## config.mk

```make
export PLATFORM = sky130hd
export DESIGN_NAME = fft_ctrl_in
export DESIGN_NICKNAME = d
export VERILOG_FILES = /design/src/rtl/fft_ctrl_in.sv
export SDC_FILE = /design/constraint.sdc
export NUM_CORES = 1
export LEC_CHECK = 0
export CORE_UTILIZATION = 50
export DETAILED_ROUTE_END_ITERATION = 8
export GPL_ROUTABILITY_DRIVEN = 1
export HOLD_SLACK_MARGIN = 0.1
export PLACE_DENSITY = 0.72
export SYNTH_ARGS = -nofsm -noshare
export SYNTH_HDL_FRONTEND = slang
export SYNTH_SLANG_ARGS = --single-unit
```

## constraint.sdc

```tcl
create_clock -name CLK -period 7.16 [get_ports CLK]
set_clock_uncertainty 0.2 [all_clocks]
set_input_delay 1.432 -clock CLK [delete_from_list [all_inputs] [get_ports CLK]]
set_output_delay 1.432 -clock CLK [all_outputs]
set_load 0.02 [all_outputs]
```

## src/rtl/fft_ctrl_in.sv

```systemverilog
`default_nettype none
// ============================================================================
// Module   : fft_ctrl_in
// Purpose  : Streams one frame of complex samples from a dual-port RAM into
//            the FFT core's Avalon-ST sink. Issues sop/eop/valid framing and
//            honours sink_ready through a credit-limited output FIFO.
// Revision : 1.0  initial release
// ============================================================================
module fft_ctrl_in #(
  parameter int ADDR_WIDTH    = 10,
  parameter int DATAIN_WIDTH  = 64,
  parameter int DATAOUT_WIDTH = 16,
  parameter int RD_LATENCY    = 2
) (
  input  logic                     CLK,
  input  logic                     RST,
  input  logic                     START,
  input  logic [ADDR_WIDTH:0]      nfft,
  output logic                     busy,
  output logic                     done,
  output logic [ADDR_WIDTH-1:0]    addr,
  output logic                     rden,
  input  logic [DATAIN_WIDTH-1:0]  datain,
  output logic                     sink_valid,
  input  logic                     sink_ready,
  output logic                     sink_sop,
  output logic                     sink_eop,
  output logic [DATAOUT_WIDTH-1:0] dataout_re,
  output logic [DATAOUT_WIDTH-1:0] dataout_im
);

  // FIFO holds every read that may be outstanding, so credits alone prevent overflow
  localparam int DEPTH = RD_LATENCY + 2;
  localparam int PW    = (DEPTH > 1) ? $clog2(DEPTH) : 1;
  localparam int OW    = $clog2(DEPTH + 1);
  localparam int HALF  = DATAIN_WIDTH / 2;
  localparam logic [ADDR_WIDTH:0] C_MAX_N = {1'b1, {ADDR_WIDTH{1'b0}}};

  typedef enum logic [0:0] {
    S_IDLE = 1'b0,
    S_RUN  = 1'b1
  } state_t;

  state_t                 state_q, state_d;
  logic [ADDR_WIDTH:0]    len_q, len_d;
  logic [ADDR_WIDTH:0]    rd_cnt_q, rd_cnt_d;
  logic [ADDR_WIDTH:0]    out_cnt_q, out_cnt_d;
  logic [OW-1:0]          outst_q, outst_d;
  logic                   rden_q, rden_d;
  logic [ADDR_WIDTH-1:0]  addr_q, addr_d;
  logic                   busy_q, busy_d;
  logic                   done_q, done_d;
  logic [RD_LATENCY-1:0]  tag_q;

  logic [2*DATAOUT_WIDTH-1:0] fifo_mem_q [DEPTH];
  logic [PW-1:0]              wr_ptr_q, rd_ptr_q;
  logic [OW-1:0]              fifo_cnt_q, fifo_cnt_d;
  logic                       valid_q;

  logic                       w_handoff;
  logic                       w_push;
  logic                       w_issue;
  logic                       w_eop;
  logic [OW-1:0]              w_credit;
  logic [2*DATAOUT_WIDTH-1:0] w_wdata;
  logic                       w_unused_datain;

  assign w_handoff  = valid_q & sink_ready;
  assign w_push     = tag_q[RD_LATENCY-1];
  assign w_credit   = outst_q - OW'(w_handoff);
  assign w_eop      = valid_q & (out_cnt_q == (len_q - (ADDR_WIDTH+1)'(1)));
  assign w_wdata    = {datain[HALF+DATAOUT_WIDTH-1:HALF], datain[DATAOUT_WIDTH-1:0]};
  assign fifo_cnt_d = fifo_cnt_q + OW'(w_push) - OW'(w_handoff);
  // Only the low bits of each half reach the core; the rest is intentionally dropped
  assign w_unused_datain = ^datain;

  // Next-state, read-issue and credit accounting
  always_comb begin
    state_d   = state_q;
    len_d     = len_q;
    rd_cnt_d  = rd_cnt_q;
    out_cnt_d = out_cnt_q;
    outst_d   = outst_q;
    rden_d    = 1'b0;
    addr_d    = addr_q;
    busy_d    = busy_q;
    done_d    = 1'b0;
    w_issue   = 1'b0;
    unique case (state_q)
      S_IDLE: begin
        // Read 0 issues on the accepting edge so rden is visible the next cycle
        if (START && (nfft != '0) && (nfft <= C_MAX_N)) begin
          state_d   = S_RUN;
          len_d     = nfft;
          rd_cnt_d  = (ADDR_WIDTH+1)'(1);
          out_cnt_d = '0;
          outst_d   = OW'(1);
          rden_d    = 1'b1;
          addr_d    = '0;
          busy_d    = 1'b1;
        end
      end
      S_RUN: begin
        // A handoff this cycle returns its credit in time for the next read
        w_issue = (rd_cnt_q < len_q) && (w_credit < OW'(DEPTH));
        if (w_issue) begin
          rden_d   = 1'b1;
          addr_d   = rd_cnt_q[ADDR_WIDTH-1:0];
          rd_cnt_d = rd_cnt_q + (ADDR_WIDTH+1)'(1);
        end
        outst_d = w_credit + OW'(w_issue);
        if (w_handoff) begin
          out_cnt_d = out_cnt_q + (ADDR_WIDTH+1)'(1);
          if (w_eop) begin
            state_d = S_IDLE;
            busy_d  = 1'b0;
            done_d  = 1'b1;
          end
        end
      end
      default: state_d = S_IDLE;
    endcase
  end

  // Control and counter registers
  always_ff @(posedge CLK or posedge RST) begin
    if (RST) begin
      state_q   <= S_IDLE;
      len_q     <= '0;
      rd_cnt_q  <= '0;
      out_cnt_q <= '0;
      outst_q   <= '0;
      rden_q    <= 1'b0;
      addr_q    <= '0;
      busy_q    <= 1'b0;
      done_q    <= 1'b0;
    end else begin
      state_q   <= state_d;
      len_q     <= len_d;
      rd_cnt_q  <= rd_cnt_d;
      out_cnt_q <= out_cnt_d;
      outst_q   <= outst_d;
      rden_q    <= rden_d;
      addr_q    <= addr_d;
      busy_q    <= busy_d;
      done_q    <= done_d;
    end
  end

  // Tag pipeline marks the cycle on which each issued read returns; reset drops in-flight reads
  always_ff @(posedge CLK or posedge RST) begin
    if (RST) begin
      tag_q <= '0;
    end else begin
      tag_q <= (tag_q << 1) | RD_LATENCY'(rden_q);
    end
  end

  // Output FIFO: push returning reads, pop on handoff
  always_ff @(posedge CLK or posedge RST) begin
    if (RST) begin
      for (int i = 0; i < DEPTH; i++) begin
        fifo_mem_q[i] <= '0;
      end
      wr_ptr_q   <= '0;
      rd_ptr_q   <= '0;
      fifo_cnt_q <= '0;
      valid_q    <= 1'b0;
    end else begin
      if (w_push) begin
        fifo_mem_q[wr_ptr_q] <= w_wdata;
        wr_ptr_q <= (wr_ptr_q == PW'(DEPTH-1)) ? '0 : wr_ptr_q + PW'(1);
      end
      if (w_handoff) begin
        rd_ptr_q <= (rd_ptr_q == PW'(DEPTH-1)) ? '0 : rd_ptr_q + PW'(1);
      end
      fifo_cnt_q <= fifo_cnt_d;
      valid_q    <= (fifo_cnt_d != '0);
    end
  end

  assign busy       = busy_q;
  assign done       = done_q;
  assign addr       = addr_q;
  assign rden       = rden_q;
  assign sink_valid = valid_q;
  assign sink_sop   = valid_q & (out_cnt_q == '0);
  assign sink_eop   = w_eop;
  assign dataout_re = fifo_mem_q[rd_ptr_q][2*DATAOUT_WIDTH-1:DATAOUT_WIDTH];
  assign dataout_im = fifo_mem_q[rd_ptr_q][DATAOUT_WIDTH-1:0];

endmodule
`default_nettype wire

```

==> flow_summary.toml <==
[drt]
drt_iter0_drc = 296
route.detailed.drc = 0
wl_per_cell_um = 18.48
vias = 5555
firstDrtPassIters = 4
vias_per_cell = 5.640
wl_um = 18210
drtAntennaViolNets = 0

[grt]
grt_use_met3_pct = 3.716
grt_overflow = 0
grt_util_all_layers_pct = 21.55
antenna_found_initial = 0
grt_max_degree = 115
grt_pass1_wl_um = 29860
busiest_layer = "met2"
groute.layer.met2.usage_pct = 35.22
grt_pass1_vias = 5793
met1_usage_pct = 28.82

[final_layout]
num_antenna_cells = 0
final_layout_size_suffix_gt1_share_pct = 27.89
layout.cells.non_filler = 985
area_growth_pct = 19.84
nets = 852

[clock_tree]
cts-root-buf = "clkbuf_16"
cts.sinks = 188
path_clk_slew_ns = 0.07
cts_tree = "done"
ctsHoldBuffers = 0
cts_max_level = 4
post-cts-setup-buffer-count = 0
max-clock-path-buffers = 2
cts_resized = 0
cts_buffers = 17
clk_latency_ns = 0.43

[placed_design]
io_buffers = 94
place_inst = 953
dp_hpwl_um = 12060
gp_congestion = 0.8697

[floorplan]
num_rows = 48
initial_utilization_pct = 51.14
die_x_um = 135.0
ioPinCount = 127
die_h_um = 135.0
core_area_um2 = 17300
die_area_um2 = 18230

[critical_path]
worst_setup_path_end_kind = "output pin"
startpoint_type = "flop"
crit_type = "flop to output pin"
worstPathMaxFanout = 10
arrival_ns = 3.35
cp.required_ns = 5.53

[flow_run]
cap_violations = 0

[synthesis]
yosys-top-cells-area = "dfrtp_1 (53%), mux2_2 (16%), mux4_2 (8.1%)"
synth_most_common_cell = "dfrtp_1"
seq_area_frac_synth_pct = 53.18
synth_top_area_share_pct = 53.18
synth-seq-cells = 188
syn_inst = 662
yosysTopAreaCell = "dfrtp_1"
synthFlopType = "dfrtp_1"
synth.distinct_cells = 52
synth_edf_count = 0
syn-num-nets = 767
async_reset_ff_share_pct = 100.0
synth_area_um2 = 8846
ys_warn_count = 0
synth_top_cells_by_count = "dfrtp_1 (188), mux2_2 (129), nand2_1 (39)"
avgSynthCellArea_um2 = 13.36

[hold_path]
hp-class = "flop to flop"

[timing]
relSlewSlack_pct = 31.26
hold_viol_final = 0
max_slew.worst_pin.slew_ns = 1.031
rsz0062_at_grt = "no"
final-setup-viol-count = 0
min_period_ns = 4.985
drv_slew = 0
final.setup.tns_ns = 0
period_share_pct = 69.62
fmax_mhz = 200.6

[power]
vdd_drop_max_mv = 0.3194
p_total_mw = 5.197
power.leakage_nw = 4.517
power.density_nw_per_um2 = 490.2

[status]
status = "complete, no violations"
kinds of logic (layout without fill, tap and decap cells):
group	after synthesis	in the layout	share of synthesized area [%]
DFF	188	188	53.18
muxes	163	163	24.79
and+or+nand+nor	116	116	6.549
AOI/OAI and AO/OA	73	73	5.587
buffers and inverters	63	161	2.857
xor gates and xnor gates	33	33	3.267
adders and majority gates	26	26	3.762
per-layer routing:
layer  wire (µm)  up-vias
li1            -     2579
met3         663       26
met5           0        -
met4         380        0
met2        9054      113
met1        8107     2837
sequential cells by signal, summed over array words and instances, names as in the netlist, 2 cells and up:
name / flops
tag_q: 2
out_cnt_q: 11
outst_q: 3
rd_ptr_q: 2
addr: 10
fifo_cnt_q: 3
wr_ptr_q: 2
len_q: 11
fifo_mem_q: 128
rd_cnt_q: 11
cell type report:
type                       count  area, µm²
inverter                      29      113.9
clock inverter                12      148.9
sequential                   188       4706
timing repair buffer         100      985.9
fill                        1313       6695
clock buffer                  20      466.7
tap                          225      281.5
multi-input combinational    411       3899
stage by stage:
stage	worst slack (ns)	instance area, µm²	hold slack, ns	util [%]
6_report	2.175	10600	0.1908	61.29
5_1_grt	2.021	10600	0.2058	61.29
3_3_place_gp	2.436	9986	0.1645	57.73
2_1_floorplan	0.4142	8846	0.1312	-
4_1_cts	2.150	10600	0.1910	61.29
3_5_place_dp	2.394	9986	0.1697	57.73
cell usage in the layout (no fill, tap or decap), drive strengths merged, types with 2 or more instances in the layout:
| cell | instances |
|---|---|
| dfrtp | 188 |
| mux2 | 129 |
| clkdlybuf4s50 | 94 |
| nand2 | 39 |
| inv | 36 |
| mux4 | 32 |
| o21ai | 26 |
| ha | 25 |
| nor2 | 23 |
| clkbuf | 20 |
| xor2 | 17 |
| xnor2 | 16 |
| nand3 | 15 |
| a22o | 12 |
| a21oi | 11 |
| nor3 | 8 |
| nand4 | 7 |
| buf | 6 |
| and3 | 4 |
| or4 | 4 |
| o211a | 3 |
| a21o | 3 |
| nor4 | 3 |
| o211ai | 3 |
| o31ai | 2 |
| and2 | 2 |
| o21a | 2 |
| mux2i | 2 |
| or3 | 2 |
| nand4b | 2 |
| and4 | 2 |
| a211o | 2 |
| clkinvlp | 2 |
| bufinv | 2 |
critical path, cell delays in order, from the launching register on:
cell and delay (ns):
dfrtp_1 0.42, inv_1 0.16, ha_1 0.41, inv_1 0.12
o41ai_1 0.27, nand3_1 0.10, or4_1 0.55, a211oi_1 0.24
clkdlybuf4s50_1 0.65
final timing paths:
path / from / slack, ns / depth (start not counted) / endpoint
max: len_q[1] / 2.18 / 8 / sink_eop
min: rden / 0.19 / 0 / tag_q[0]
max reg2reg: sink_valid / 3.87 / 10 / rd_cnt_q[3]
min reg2reg: rden / 0.19 / 0 / tag_q[0]
max in group asynchronous: RST / 4.19 / 3 / fifo_mem_q[13]
min in group asynchronous: RST / 1.40 / 2 / fifo_mem_q[35]
report_power, final:
group / leakage (nW) / total [mW] / switching (mW) / internal (mW)
combinational: 1.98 / 2.32 / 1.03 / 1.29
sequential: 2.24 / 1.90 / 0.343 / 1.55
clock: 0.300 / 0.977 / 0.423 / 0.554
Note: power is estimated with default switching activity, not from simulation.
